===== config.mk =====
export PLATFORM = sky130hd
export DESIGN_NAME = dmem_responder_flat
export DESIGN_NICKNAME = d
export VERILOG_FILES = /design/src/rtl/dmem_responder_if.sv /design/src/rtl/dmem_responder.sv /design/src/flat_wrapper.sv
export SDC_FILE = /design/constraint.sdc
export NUM_CORES = 2
export LEC_CHECK = 0
export CAP_MARGIN = 20
export CORE_ASPECT_RATIO = 0.9
export CORE_UTILIZATION = 50
export CTS_CLUSTER_DIAMETER = 200
export DETAILED_ROUTE_END_ITERATION = 12
export PLACE_DENSITY = 0.66
export RECOVER_POWER = 100
export SLEW_MARGIN = 20
export SYNTH_ARGS = -nofsm -noshare
export SYNTH_HDL_FRONTEND = slang
export SYNTH_SLANG_ARGS = --single-unit

===== constraint.sdc =====
create_clock -name clk -period 7.2 [get_ports clk]
set_clock_uncertainty 0.1 [all_clocks]
set_input_delay 1.08 -clock clk [delete_from_list [all_inputs] [get_ports clk]]
set_output_delay 1.08 -clock clk [all_outputs]
set_load 0.01 [all_outputs]

===== src/rtl/dmem_responder_if.sv =====
// Request/response bus between a load/store initiator and dmem_responder.
//   req_valid/req_ready : request handshake (initiator -> responder)
//   req_write           : 1 = store, 0 = load
//   req_addr            : byte address
//   req_wdata           : store data
//   rsp_valid/rsp_ready : response handshake (responder -> initiator)
//   rsp_rdata           : load data, 0 for stores and errors
//   rsp_err             : request was misaligned or out of range
interface dmem_responder_if;
  logic        req_valid;
  logic        req_write;
  logic [31:0] req_addr;
  logic [31:0] req_wdata;
  logic        req_ready;
  logic        rsp_valid;
  logic        rsp_ready;
  logic [31:0] rsp_rdata;
  logic        rsp_err;

  modport master (
    output req_valid, req_write, req_addr, req_wdata, rsp_ready,
    input  req_ready, rsp_valid, rsp_rdata, rsp_err
  );

  modport slave (
    input  req_valid, req_write, req_addr, req_wdata, rsp_ready,
    output req_ready, rsp_valid, rsp_rdata, rsp_err
  );
endinterface


===== src/rtl/dmem_responder.sv =====
// Single-outstanding data-memory responder with programmable wait states.
// A request is accepted in IDLE, waits WAIT_CYCLES cycles, then a response is
// held in RESP until the initiator takes it.
//   clk : sole clock
//   rst : synchronous active-high reset; clears state, counter and all memory words
//   bus : dmem_responder_if slave modport (request and response handshakes)
module dmem_responder #(
  parameter int unsigned DEPTH       = 64,
  parameter int unsigned WAIT_CYCLES = 2
) (
  input logic            clk,
  input logic            rst,
  dmem_responder_if.slave bus
);

  localparam int unsigned AW       = (DEPTH > 1) ? $clog2(DEPTH) : 1;
  localparam logic [3:0]  WaitInit = 4'(WAIT_CYCLES);

  typedef enum logic [1:0] {StIdle, StWait, StResp} state_e;

  state_e      state_q, state_d;
  logic [3:0]  cnt_q, cnt_d;
  logic        capture;

  logic        write_q;
  logic [31:0] addr_q;
  logic [31:0] wdata_q;

  logic [31:0] mem [DEPTH];

  // With zero wait states RESP is entered on the accept edge itself, before the
  // capture registers hold the request, so the store path looks at the live bus
  // in IDLE and at the captured copy otherwise.
  logic          cur_write;
  logic [31:0]   cur_addr;
  logic [31:0]   cur_wdata;
  logic          cur_err;
  logic [AW-1:0] cur_idx;
  logic          mem_we;

  logic          rsp_err_int;
  logic [AW-1:0] rsp_idx;
  logic          in_resp;

  // Next-state logic
  always_comb begin
    state_d = state_q;
    cnt_d   = cnt_q;
    capture = 1'b0;
    unique case (state_q)
      StIdle: begin
        if (bus.req_valid) begin
          capture = 1'b1;
          if (WAIT_CYCLES == 0) begin
            state_d = StResp;
          end else begin
            state_d = StWait;
            cnt_d   = WaitInit;
          end
        end
      end
      StWait: begin
        cnt_d = cnt_q - 4'd1;
        if (cnt_q == 4'd1) begin
          state_d = StResp;
        end
      end
      StResp: begin
        if (bus.rsp_ready) begin
          state_d = StIdle;
        end
      end
      default: state_d = StIdle;
    endcase
  end

  always_ff @(posedge clk) begin
    if (rst) begin
      state_q <= StIdle;
      cnt_q   <= 4'd0;
      write_q <= 1'b0;
      addr_q  <= 32'd0;
      wdata_q <= 32'd0;
    end else begin
      state_q <= state_d;
      cnt_q   <= cnt_d;
      if (capture) begin
        write_q <= bus.req_write;
        addr_q  <= bus.req_addr;
        wdata_q <= bus.req_wdata;
      end
    end
  end

  // Store commit on the edge that enters RESP
  always_comb begin
    if (state_q == StIdle) begin
      cur_write = bus.req_write;
      cur_addr  = bus.req_addr;
      cur_wdata = bus.req_wdata;
    end else begin
      cur_write = write_q;
      cur_addr  = addr_q;
      cur_wdata = wdata_q;
    end
    cur_err = (cur_addr[1:0] != 2'b00) || ({2'b00, cur_addr[31:2]} >= DEPTH);
    cur_idx = cur_addr[AW+1:2];
    mem_we  = (state_d == StResp) && (state_q != StResp) && cur_write && !cur_err;
  end

  always_ff @(posedge clk) begin
    if (rst) begin
      for (int i = 0; i < int'(DEPTH); i++) begin
        mem[i] <= 32'd0;
      end
    end else if (mem_we) begin
      mem[cur_idx] <= cur_wdata;
    end
  end

  // Response outputs; memory is not written while in RESP, so the load data is stable
  always_comb begin
    in_resp     = (state_q == StResp);
    rsp_err_int = (addr_q[1:0] != 2'b00) || ({2'b00, addr_q[31:2]} >= DEPTH);
    rsp_idx     = addr_q[AW+1:2];
    bus.req_ready = (state_q == StIdle) && !rst;
    bus.rsp_valid = in_resp;
    bus.rsp_err   = in_resp && rsp_err_int;
    bus.rsp_rdata = (in_resp && !rsp_err_int && !write_q) ? mem[rsp_idx] : 32'd0;
  end

endmodule


===== src/flat_wrapper.sv =====
// flat-port wrapper written by rule: the top's interface ports become plain ports
module dmem_responder_flat 
#(
  parameter int unsigned DEPTH       = 64,
  parameter int unsigned WAIT_CYCLES = 2
)
  (clk, rst, bus_req_valid, bus_req_write, bus_req_addr, bus_req_wdata, bus_rsp_ready, bus_req_ready, bus_rsp_valid, bus_rsp_rdata, bus_rsp_err);
  dmem_responder_if bus_i ();
  input logic clk;
  input logic rst;
  input wire logic [$bits(bus_i.req_valid)-1:0] bus_req_valid;
  input wire logic [$bits(bus_i.req_write)-1:0] bus_req_write;
  input wire logic [$bits(bus_i.req_addr)-1:0] bus_req_addr;
  input wire logic [$bits(bus_i.req_wdata)-1:0] bus_req_wdata;
  input wire logic [$bits(bus_i.rsp_ready)-1:0] bus_rsp_ready;
  output wire logic [$bits(bus_i.req_ready)-1:0] bus_req_ready;
  output wire logic [$bits(bus_i.rsp_valid)-1:0] bus_rsp_valid;
  output wire logic [$bits(bus_i.rsp_rdata)-1:0] bus_rsp_rdata;
  output wire logic [$bits(bus_i.rsp_err)-1:0] bus_rsp_err;
  assign bus_i.req_valid = bus_req_valid;
  assign bus_i.req_write = bus_req_write;
  assign bus_i.req_addr = bus_req_addr;
  assign bus_i.req_wdata = bus_req_wdata;
  assign bus_i.rsp_ready = bus_rsp_ready;
  assign bus_req_ready = bus_i.req_ready;
  assign bus_rsp_valid = bus_i.rsp_valid;
  assign bus_rsp_rdata = bus_i.rsp_rdata;
  assign bus_rsp_err = bus_i.rsp_err;
  dmem_responder #(.DEPTH(DEPTH), .WAIT_CYCLES(WAIT_CYCLES)) u_core (.clk(clk), .rst(rst), .bus(bus_i));
endmodule

==> impl_metrics.json <==
{
  "synth_cells": 6753,
  "hp-class": "register to register",
  "syn_nets": 6824,
  "cts_tree": "built",
  "setup_viol": 0,
  "nets": 6686,
  "cts-htree-levels": 4,
  "totalWireLength_um": 324000,
  "crit_required_ns": 7.56,
  "drt.antenna.violating_nets": 0,
  "wl_per_cell_um": 34.7,
  "async_flop_share": 0,
  "fillers": 15900,
  "end_kind": "register",
  "cp.arrival_ns": 7.14,
  "cts.sinks": 2125,
  "status": "complete, but fails checks",
  "yosysSeqAreaShare": 0.643,
  "reg2regPathDepth": 8,
  "postCtsHoldBufs": 0,
  "grt_pass1_vias": 63300,
  "cts_setup_buffers": 0,
  "worstSetupPathType": "register to register",
  "initialDrtViolationCount": 10100,
  "clk_latency_ns": 0.84,
  "cts_resized": 0,
  "via_per_inst": 6.94,
  "whs_path_depth": 2,
  "regToRegSetupSlack_ns": 0.43,
  "ys_seq_elements": 2125,
  "p_int_uw": 20200,
  "power_frac_comb": 0.111,
  "synth_area_um2": 98100,
  "crit_chain": "nor2_1 > clkbuf_1 > nand4_1 > o21ai_0 > o2111ai_1 > buf_12 > o31ai_4 > clkbuf_1",
  "leakage_uw": 0.0319,
  "ys_types": 68,
  "cts_buffers": 205,
  "timing.final.crit_period_ns": 6.77,
  "tightest_slew_ns": 3.06,
  "cts_max_path_buffers": 3,
  "critPathSlowestCell": "clkbuf_1",
  "synthToLayoutAreaGrowth_pct": 7.64,
  "core_um2": 194000,
  "critPathMostFrequentCell": "clkbuf_1",
  "whs_endpoint": "u_core.wdata_q[20]",
  "dieArea_um2": 198000,
  "drc": 0,
  "vias": 64900,
  "hpwl_um": 186000,
  "synth.avg_cell_area_um2": 14.5,
  "max-slew-margin-rel": -1.04,
  "finalCritPeriodShare": 0.941,
  "fp-row-count": 153,
  "gp_congestion": 0.909,
  "maxCapViolations": 20,
  "port_buffers": 103,
  "ioPinCount": 104,
  "hold_viol": 0,
  "rr_endpoint": "u_core.mem[58][2]",
  "drv_slew": 940,
  "violations": "capacitance limit, slew limit",
  "dr.pass1.iters": 8,
  "rsz0062_at_grt": "false",
  "min_from": "u_core.wdata_q[20]",
  "grt_use_total": 0.325,
  "power.total_uw": 27200,
  "reg2reg_from": "u_core.state_q[1]",
  "die_h_um": 422,
  "grt_antenna_before_repair": 23,
  "root_buffer": "clkbuf_16",
  "ir_drop_v": 0.000271,
  "critPathMaxFanout": 85,
  "swShare": 0.258,
  "clk_pin_slew_ns": 0.06,
  "start_kind": "register",
  "globalRouteOverflowTotal": 0,
  "start_util": 0.505,
  "max_freq_mhz": 148,
  "yosys_warnings": 0,
  "grt_pass1_wl_um": 460000,
  "powerDensity_nw_per_um2": 258,
  "ys.flop_type": "edfxtp_1",
  "grt_max_degree": 233,
  "finalSetupTns_ns": 0,
  "seqPwrFrac": 0.518,
  "p_clk_frac": 0.371,
  "synth-edff-count": 2048,
  "dieWidth_um": 469,
  "drive_gt1_frac": 0.163,
  "max_stage_delay_ns": 1.18,
  "power.switching_uw": 7030
}
[stage by stage]
step / util / hold slack, ns / cell area [um^2] / worst slack (ns) / instances
2_1_floorplan: - / 0.336 / 98100 / 1.88 / 6753
3_3_place_gp: 0.526 / 0.341 / 102000 / 1.23 / 8958
3_5_place_dp: 0.526 / 0.347 / 102000 / 1.42 / 8962
4_1_cts: 0.557 / 0.355 / 108000 / 0.698 / 9326
5_1_grt: 0.544 / 0.348 / 106000 / 0.321 / 9331
6_report: 0.544 / 0.354 / 106000 / 0.426 / 9339
[how the worst max path moves through the flow]
stage | startpoint | to | cells after the start
floorplan | bus_req_addr[17] | u_core.mem[39][0] | 7
global placement | register | bus_rsp_rdata[11] | 6
detailed placement | bus_req_addr[5] | u_core.mem[47][14] | 8
CTS | register | bus_rsp_rdata[26] | 6
global route | register | bus_rsp_rdata[22] | 8
finish | u_core.state_q[1] | u_core.mem[58][2] | 8
[per-layer routing]
metal,part of all wire,vias up,track usage
met3,0.14,802,0.102
li1,-,26400,-
met2,0.44,4664,0.472
met1,0.36,33000,0.442
met4,0.057,16,0.160
met5,0.00031,-,0
[cell usage after synthesis, types with 4 or more instances]
| master | count | area share |
|---|---|---|
| edfxtp_1 | 2048 | 0.63 |
| nor3_1 | 1684 | 0.086 |
| nand2_1 | 568 | 0.022 |
| mux4_2 | 492 | 0.11 |
| nor3_2 | 387 | 0.040 |
| clkbuf_1 | 350 | 0.013 |
| mux2i_1 | 181 | 0.018 |
| buf_2 | 173 | 0.0088 |
| buf_4 | 117 | 0.0090 |
| a21oi_1 | 109 | 0.0056 |
| dfxtp_1 | 77 | 0.016 |
| o31ai_1 | 67 | 0.0051 |
| nor2_1 | 58 | 0.0022 |
| buf_6 | 54 | 0.0062 |
| a221oi_1 | 41 | 0.0037 |
| a22oi_1 | 37 | 0.0028 |
| nand2b_1 | 29 | 0.0018 |
| o21ai_0 | 27 | 0.0014 |
| o22ai_1 | 27 | 0.0017 |
| buf_1 | 22 | 0.00084 |
| nand3_1 | 20 | 0.0010 |
| mux2_2 | 19 | 0.0022 |
| nor4_1 | 16 | 0.0010 |
| nor2b_1 | 11 | 0.00070 |
| a31oi_1 | 10 | 0.00064 |
| o2111ai_1 | 10 | 0.00089 |
| or3_1 | 10 | 0.00064 |
| o211ai_1 | 9 | 0.00069 |
| or2_2 | 8 | 0.00051 |
| nand4_1 | 7 | 0.00045 |
| o221ai_1 | 7 | 0.00063 |
| and2_1 | 6 | 0.00038 |
| nand3b_1 | 6 | 0.00046 |
| and3_1 | 5 | 0.00032 |
| inv_1 | 5 | 0.00019 |
| o32ai_1 | 4 | 0.00036 |
[final cells by class]
| type | count | area, um^2 | share of cell area |
|---|---|---|---|
| Clock inverter | 83 | 520 | 0.00493 |
| Antenna cell | 10 | 25.0 | 0.000237 |
| Timing Repair Buffer | 371 | 3350 | 0.0318 |
| Tap cell | 2557 | 3200 | 0.0303 |
| Multi-Input combinational cell | 3904 | 29900 | 0.283 |
| Clock buffer | 281 | 5510 | 0.0522 |
| Sequential cell | 2125 | 63100 | 0.597 |
| Inverter | 8 | 37.5 | 0.000356 |
[layout by cell type (no fill, tap or decap), types with 29 or more instances in the layout]
master and count:
nor3_1 2050, edfxtp_1 2048, nand2_1 554, mux4_2 492
clkbuf_16 208, mux2i_1 181, buf_4 163, a21oi_1 109
clkbuf_1 89, clkdlybuf4s50_1 83, dfxtp_1 72, nor2_1 51
clkinv_1 48, a221oi_1 41, o31ai_1 40, clkbuf_2 40
a22oi_1 37, buf_12 35, nand2b_1 29
[state kept, by name, summed over array words and instances, names as in the netlist, named ones only]
register        cells
u_core.mem       2048
u_core.write_q      1
u_core.state_q      2
u_core.addr_q      32
u_core.wdata_q     32
u_core.cnt_q        4
[power groups by stage]
| stage | clock (uW) | sequential, uW | combinational, uW |
|---|---|---|---|
| after floorplan | 0 | 14300 | 1620 |
| after CTS | 10100 | 14100 | 3010 |
| after global placement | 0 | 14300 | 2990 |
| after detailed placement | 0 | 14300 | 3000 |
| after global routing | 10600 | 14100 | 3050 |
| final | 10100 | 14100 | 3020 |
[worst max-delay path: cells and delay by family (launching register included)]
kind	cells	cell delay (ns)
DFF	1	0.42
AOI/OAI and AO/OA	3	2.15
and+or+nand+nor	2	1.26
buffers and inverters	3	2.35
[cell families after synthesis]
family	after synthesis	synth area share
flops	2125	0.643
buf+inv	724	0.0385
fa+ha+maj	2	0.000255
mux	693	0.134
compound gates	386	0.0271
simple gates	2823	0.157
(Power assumes the default switching activity.)
